$ cat src/rtl/m_wb_arb_if.sv
// Write-back arbiter bus: pipeline write-back, long-latency issue/result, register-file port.
// Latency: none; this file only bundles wires.
// Backpressure: w_l_ready throttles long-latency results; w_p_stall holds the pipeline (anti-starve build).
interface m_wb_arb_if #(
    parameter int AW = 2
);
    logic        w_p_we;
    logic [4:0]  w_p_wa;
    logic [31:0] w_p_wd;
    logic        w_p_stall;
    logic        w_iss;
    logic [4:0]  w_iss_rd;
    logic        w_l_valid;
    logic        w_l_ready;
    logic [4:0]  w_l_wa;
    logic [31:0] w_l_wd;
    logic        w_rf_we;
    logic [4:0]  w_rf_wa;
    logic [31:0] w_rf_wd;
    logic [31:0] w_busy;
    logic [AW:0] w_cnt;

    // Driver side: pipeline, issue logic and long-latency units.
    modport master (
        output w_p_we, w_p_wa, w_p_wd, w_iss, w_iss_rd, w_l_valid, w_l_wa, w_l_wd,
        input  w_p_stall, w_l_ready, w_rf_we, w_rf_wa, w_rf_wd, w_busy, w_cnt
    );

    // Arbiter side.
    modport slave (
        input  w_p_we, w_p_wa, w_p_wd, w_iss, w_iss_rd, w_l_valid, w_l_wa, w_l_wd,
        output w_p_stall, w_l_ready, w_rf_we, w_rf_wa, w_rf_wd, w_busy, w_cnt
    );
endinterface

$ cat src/rtl/m_wb_arb.sv
// Write-back arbiter: pipeline write-back has priority, long-latency results queue in a FIFO; busy scoreboard.
// Latency: pipeline write 1 cycle to w_rf_*, FIFO result 2 cycles minimum from acceptance.
// Backpressure: w_l_ready = FIFO not full; optional WB_ANTI_STARVE_EN forces a drain and raises w_p_stall.
module m_wb_arb #(
    parameter int DEPTH  = 4,
    parameter int AW     = 2,
    parameter int STARVE = 4
) (
    input  logic     w_clk,
    input  logic     w_rst,
    m_wb_arb_if.slave wb
);
    localparam logic [AW:0]   CNT_FULL = (AW + 1)'(DEPTH);
    localparam logic [AW:0]   CNT_ONE  = (AW + 1)'(1);
    localparam logic [AW-1:0] PTR_ONE  = AW'(1);

    logic [4:0]    mem_wa_q [DEPTH];
    logic [31:0]   mem_wd_q [DEPTH];
    logic [AW-1:0] wr_ptr_q, rd_ptr_q;
    logic [AW:0]   cnt_q, cnt_d;
    logic [31:0]   busy_q, busy_d;
    logic          rf_we_q, rf_we_d;
    logic [4:0]    rf_wa_q, rf_wa_d;
    logic [31:0]   rf_wd_q, rf_wd_d;

    logic       l_ready;
    logic       push;
    logic       pop;
    logic       p_req;
    logic       p_win;
    logic       force_pop;
    logic [4:0] head_wa;
    logic [31:0] head_wd;

    assign l_ready = (cnt_q != CNT_FULL);
    // Writes to x0 complete the handshake but never occupy a slot.
    assign push    = wb.w_l_valid & l_ready & (wb.w_l_wa != 5'd0);
    assign p_req   = wb.w_p_we & (wb.w_p_wa != 5'd0);
    assign p_win   = p_req & ~force_pop;
    assign pop     = (cnt_q != '0) & (~p_req | force_pop);
    assign head_wa = mem_wa_q[rd_ptr_q];
    assign head_wd = mem_wd_q[rd_ptr_q];

`ifdef WB_ANTI_STARVE_EN
    // Counter is sized one step past STARVE so STARVE=0 still yields a legal width.
    localparam int SW = $clog2(STARVE + 2);
    logic [SW-1:0] starve_q, starve_d;

    assign force_pop    = (starve_q == SW'(STARVE));
    assign wb.w_p_stall = force_pop;

    // Count cycles the queue head is blocked by the pipeline; any drain or empty queue restarts it.
    always_comb begin
        starve_d = starve_q;
        if ((cnt_q == '0) || pop) begin
            starve_d = '0;
        end else if (p_win) begin
            starve_d = starve_q + SW'(1);
        end
    end

    // Starve counter register.
    always_ff @(posedge w_clk) begin
        if (w_rst) begin
            starve_q <= '0;
        end else begin
            starve_q <= starve_d;
        end
    end
`else
    // Strict pipeline priority; STARVE only matters when the counter is built.
    logic unused_starve;
    assign unused_starve = (STARVE != 0);
    assign force_pop     = 1'b0;
    assign wb.w_p_stall  = 1'b0;
`endif

    // Occupancy, scoreboard and register-file port next state.
    always_comb begin
        cnt_d = cnt_q;
        if (push && !pop) begin
            cnt_d = cnt_q + CNT_ONE;
        end else if (!push && pop) begin
            cnt_d = cnt_q - CNT_ONE;
        end

        // Clear before set so a same-cycle re-issue keeps the register busy.
        busy_d = busy_q;
        if (pop) begin
            busy_d[head_wa] = 1'b0;
        end
        if (wb.w_iss && (wb.w_iss_rd != 5'd0)) begin
            busy_d[wb.w_iss_rd] = 1'b1;
        end
        busy_d[0] = 1'b0;

        // Address/data hold their last value on idle cycles.
        rf_we_d = 1'b0;
        rf_wa_d = rf_wa_q;
        rf_wd_d = rf_wd_q;
        if (p_win) begin
            rf_we_d = 1'b1;
            rf_wa_d = wb.w_p_wa;
            rf_wd_d = wb.w_p_wd;
        end else if (pop) begin
            rf_we_d = 1'b1;
            rf_wa_d = head_wa;
            rf_wd_d = head_wd;
        end
    end

    // FIFO storage; contents are don't-care until the pointers say otherwise, so no reset.
    always_ff @(posedge w_clk) begin
        if (push) begin
            mem_wa_q[wr_ptr_q] <= wb.w_l_wa;
            mem_wd_q[wr_ptr_q] <= wb.w_l_wd;
        end
    end

    // Control state: pointers, count, scoreboard and the registered write port.
    always_ff @(posedge w_clk) begin
        if (w_rst) begin
            wr_ptr_q <= '0;
            rd_ptr_q <= '0;
            cnt_q    <= '0;
            busy_q   <= '0;
            rf_we_q  <= 1'b0;
            rf_wa_q  <= '0;
            rf_wd_q  <= '0;
        end else begin
            if (push) begin
                wr_ptr_q <= wr_ptr_q + PTR_ONE;
            end
            if (pop) begin
                rd_ptr_q <= rd_ptr_q + PTR_ONE;
            end
            cnt_q   <= cnt_d;
            busy_q  <= busy_d;
            rf_we_q <= rf_we_d;
            rf_wa_q <= rf_wa_d;
            rf_wd_q <= rf_wd_d;
        end
    end

    assign wb.w_l_ready = l_ready;
    assign wb.w_rf_we   = rf_we_q;
    assign wb.w_rf_wa   = rf_wa_q;
    assign wb.w_rf_wd   = rf_wd_q;
    assign wb.w_busy    = busy_q;
    assign wb.w_cnt     = cnt_q;
endmodule

$ cat src/flat_wrapper.sv
// flat-port wrapper written by rule: the top's interface ports become plain ports
module m_wb_arb_flat 
#(
    parameter int DEPTH  = 4,
    parameter int AW     = 2,
    parameter int STARVE = 4
)
  (w_clk, w_rst, wb_w_p_we, wb_w_p_wa, wb_w_p_wd, wb_w_iss, wb_w_iss_rd, wb_w_l_valid, wb_w_l_wa, wb_w_l_wd, wb_w_p_stall, wb_w_l_ready, wb_w_rf_we, wb_w_rf_wa, wb_w_rf_wd, wb_w_busy, wb_w_cnt);
  m_wb_arb_if #(.AW(AW)) wb_i ();
  input  logic w_clk;
  input  logic w_rst;
  input wire logic [$bits(wb_i.w_p_we)-1:0] wb_w_p_we;
  input wire logic [$bits(wb_i.w_p_wa)-1:0] wb_w_p_wa;
  input wire logic [$bits(wb_i.w_p_wd)-1:0] wb_w_p_wd;
  input wire logic [$bits(wb_i.w_iss)-1:0] wb_w_iss;
  input wire logic [$bits(wb_i.w_iss_rd)-1:0] wb_w_iss_rd;
  input wire logic [$bits(wb_i.w_l_valid)-1:0] wb_w_l_valid;
  input wire logic [$bits(wb_i.w_l_wa)-1:0] wb_w_l_wa;
  input wire logic [$bits(wb_i.w_l_wd)-1:0] wb_w_l_wd;
  output wire logic [$bits(wb_i.w_p_stall)-1:0] wb_w_p_stall;
  output wire logic [$bits(wb_i.w_l_ready)-1:0] wb_w_l_ready;
  output wire logic [$bits(wb_i.w_rf_we)-1:0] wb_w_rf_we;
  output wire logic [$bits(wb_i.w_rf_wa)-1:0] wb_w_rf_wa;
  output wire logic [$bits(wb_i.w_rf_wd)-1:0] wb_w_rf_wd;
  output wire logic [$bits(wb_i.w_busy)-1:0] wb_w_busy;
  output wire logic [$bits(wb_i.w_cnt)-1:0] wb_w_cnt;
  assign wb_i.w_p_we = wb_w_p_we;
  assign wb_i.w_p_wa = wb_w_p_wa;
  assign wb_i.w_p_wd = wb_w_p_wd;
  assign wb_i.w_iss = wb_w_iss;
  assign wb_i.w_iss_rd = wb_w_iss_rd;
  assign wb_i.w_l_valid = wb_w_l_valid;
  assign wb_i.w_l_wa = wb_w_l_wa;
  assign wb_i.w_l_wd = wb_w_l_wd;
  assign wb_w_p_stall = wb_i.w_p_stall;
  assign wb_w_l_ready = wb_i.w_l_ready;
  assign wb_w_rf_we = wb_i.w_rf_we;
  assign wb_w_rf_wa = wb_i.w_rf_wa;
  assign wb_w_rf_wd = wb_i.w_rf_wd;
  assign wb_w_busy = wb_i.w_busy;
  assign wb_w_cnt = wb_i.w_cnt;
  m_wb_arb #(.DEPTH(DEPTH), .AW(AW), .STARVE(STARVE)) u_core (.w_clk(w_clk), .w_rst(w_rst), .wb(wb_i));
endmodule
$ cat config.mk
export PLATFORM = sky130hd
export DESIGN_NAME = m_wb_arb_flat
export DESIGN_NICKNAME = d
export VERILOG_FILES = /design/src/rtl/m_wb_arb_if.sv /design/src/rtl/m_wb_arb.sv /design/src/flat_wrapper.sv
export SDC_FILE = /design/constraint.sdc
export NUM_CORES = 1
export LEC_CHECK = 0
export BUFFER_PORTS_ARGS = -buffer_cell sky130_fd_sc_hd__clkbuf_2
export CAP_MARGIN = 20
export CORE_UTILIZATION = 50
export DETAILED_ROUTE_END_ITERATION = 8
export GPL_ROUTABILITY_DRIVEN = 0
export GPL_TIMING_DRIVEN = 0
export HOLD_SLACK_MARGIN = 0.05
export PLACE_DENSITY = 0.84
export SKIP_CTS_REPAIR_TIMING = 1
export SLEW_MARGIN = 10
export SYNTH_ARGS = -nofsm -noshare
export SYNTH_HDL_FRONTEND = slang
export SYNTH_SLANG_ARGS = --single-unit
export TNS_END_PERCENT = 20
$ cat constraint.sdc
create_clock -name w_clk -period 2.7 [get_ports w_clk]
set_clock_uncertainty 0.05 [all_clocks]
set_input_delay 0.405 -clock w_clk [delete_from_list [all_inputs] [get_ports w_clk]]
set_output_delay 0.405 -clock w_clk [all_outputs]
set_load 0.05 [all_outputs]
==> flow_summary.ini <==
[floorplanning]
rows = 48
die_w_um = 135.0
fp.dieH_um = 135.0
core-area_sq_um = 17300
die-area_sq_um = 18230
ios = 159
start_util = 0.5115

[cells_and_area]
nFillCells = 1284
fin_cells = 1058
fin_nets = 906
syn_to_final_growth_pct = 21.79
multiInputGateArea_sq_um = 2653
fin_area_sq_um = 10780
regArea_sq_um = 6006
drive_above_1_share = 0.2989
n_antenna_cell = 0

[sta]
fin_ws_ps = 159.8
worst_pin_slew_ps = 1044
slew_headroom = 0.3038
hold_viol = 0
fmaxAchievable_mhz = 393.7
period_needed_ps = 2540
setup_viol = 0
period_share = 0.9408
rsz0062_at_grt = no
drv_slew = 0
hold_ws_ps = 59.66

[logic_synthesis]
synth.cell_area_sq_um = 8847
ys_types = 42
synth.top_cells.by_area = edfxtp_1, dfxtp_1, mux4_2
async_reset_ff_frac = 0
synth_top_family_by_area = simple AND/OR/NAND/NOR gates
avgSynthCellArea_sq_um = 14.16
synthMuxAreaShare = 0.09645
synth_adder_area_share = 0.009334
synth_compound_area_frac = 0.08924
synthXorXnorAreaFrac = 0.004950
yosysTopAreaCell = edfxtp_1
yosys_warnings = 0
synth_simple_gate_area_frac = 0.09786
synth_cells = 625
synth_edf_count = 148
synth_top_area_frac = 0.5023
yosysSeqAreaShare = 0.6788
yosys_most_used_dff = edfxtp_1
ys_seq_elements = 226

[detailed_routing]
wl_per_cell_um = 19.84
drc = 0
wl_um = 20990
via_per_inst = 5.780
first_pass_iters = 6
vias = 6115
drt_iter0_drc = 400
final_antenna_net_count = 0

[clock_network]
clock_latency_ps = 520
clock-sinks = 226
cts_root_buf = clkbuf_16
path_clk_slew_ps = 60
cts_buffers = 23
cts-htree-levels = 1
cts.path.max_buffers = 3
cts_tree = done

[placed_design]
place_inst = 1007
portBuffers = 154
dp_hpwl_um = 14010
placed_area_sq_um = 9956
pre_cts_slack_ps = -173.7

[global_route]
grt_max_degree = 38
grt_pass1_vias = 5903
overflow = 0
antenna_found_initial = 0
track_usage = 0.2282
grt_pass1_wl_um = 31540

[setup_path]
cp-start-kind = flip-flop
crit_fanout = 9
crit_top_cell = or3_1
crit_type = flip-flop to flip-flop
cp-end-kind = flip-flop
worstPathArrival_ps = 2930
cp.required_ps = 3090
max_stage_delay_ps = 440
path_cells = or3_1, nand3_2, ha_1, inv_1, fa_1, xor2_1, or3_1, a21oi_1
regToRegStartpoint = u_core.wb.w_cnt[0]
cpMaxStageDelayCell = or3_1
critPathLaunch = u_core.wb.w_cnt[0]

[hold_path]
hold_path.class = primary input to flip-flop
hold_start = wb_w_l_wd[29]

[power_and_ir_drop]
power_leakage_nw = 3.912
power_density_nw_per_um2 = 952.0
peakVddDrop_uv = 591.8
total_power_mw = 10.26

[run]
maxCapViolCount = 0

[status]
outcome = complete, no violations
[cells in the final DEF (no fill, tap or decap), types with 3 or more instances in the layout]
cell and n:
a21oi_1 28, a311oi_1 42, and2_2 4, and3b_1 3, buf_1 3, buf_2 8
clkbuf_1 35, clkbuf_16 24, clkbuf_2 155, clkinv_1 4, clkinv_2 3, dfxtp_1 78
dlygate4sd3_1 9, edfxtp_1 148, ha_1 5, inv_1 5, mux4_2 37, nand2_1 96
nand3b_1 5, nor2_1 67, o31ai_1 19, o41ai_1 4, or3_1 4, or3b_2 3
xor2_1 4
[synthesized netlist by cell type (5+ instances only)]
master / instances
nand3b_1: 5
a311oi_1: 42
ha_1: 5
a21oi_1: 28
nand2_1: 96
buf_2: 8
dfxtp_1: 78
o31ai_1: 19
clkbuf_1: 27
inv_1: 5
mux4_2: 37
nor2_1: 67
edfxtp_1: 148
[cell families (layout without fill, tap and decap cells)]
family | count (synthesis) | after routing
AO/OA/AOI/OAI | 103 | 103
multiplexers | 39 | 39
other | 1 | 2
AND/OR/NAND/NOR | 198 | 198
flip-flops | 226 | 226
XOR/XNOR | 5 | 5
buffers and inverters | 47 | 254
adder cells (fa/ha/maj) | 6 | 6
[layout make-up]
cell class                 count  share of cell area
multi-input combinational    353              0.2462
clock inverter                 9            0.007432
sequential                   226              0.5574
buffer                        42             0.01707
tap                          225             0.02613
timing repair buffer         165             0.08430
inverter                       5            0.001742
clock buffer                  33             0.05980
[layer usage]
layer | GRT usage | wire (um)
met5 | 0 | 0
met4 | 0.05743 | 394
met3 | 0.04842 | 1847
met2 | 0.3875 | 10370
met1 | 0.2997 | 8383
[through the flow]
step	TNS [ps]	util
finish	0	0.6230
global route	0	0.6230
CTS	-10.72	0.6175
detailed placement	-295.9	0.5756
global placement	-27380	0.5727
floorplan	-18050	-
[critical path, delay by kind of cell, from the launching register on]
family,cells,cell delay (ps)
XOR/XNOR,1,180
buffers and inverters,1,70
flip-flops,1,370
AND/OR/NAND/NOR,3,1010
adder cells (fa/ha/maj),2,640
AO/OA/AOI/OAI,1,140
[path summary, 6_finish.rpt]
check	to	slack [ps]	depth (start not counted)
min reg2reg	u_core.wb.w_busy[30]	430	2
min	u_core.mem_wd_q[3][29]	60	1
max reg2reg	u_core.wb.w_cnt[2]	160	8
max	u_core.wb.w_cnt[2]	160	8
[state kept, by name, summed over array words and instances, names as in the netlist, named ones only]
name,flops
u_core.mem_wd_q,128
u_core.wb.w_rf_wd,32
u_core.wb.w_busy,31
u_core.mem_wa_q,20
u_core.wb.w_rf_wa,5
u_core.wb.w_cnt,3
u_core.rd_ptr_q,2
u_core.wr_ptr_q,2
u_core.wb.w_rf_we,1
[where the power goes]
part	total, mW	internal (mW)	switching (mW)
registers	4.29	4.12	0.170
logic	2.88	0.893	1.99
clock network	3.08	1.77	1.32
Note: power is estimated with default switching activity, not from simulation.
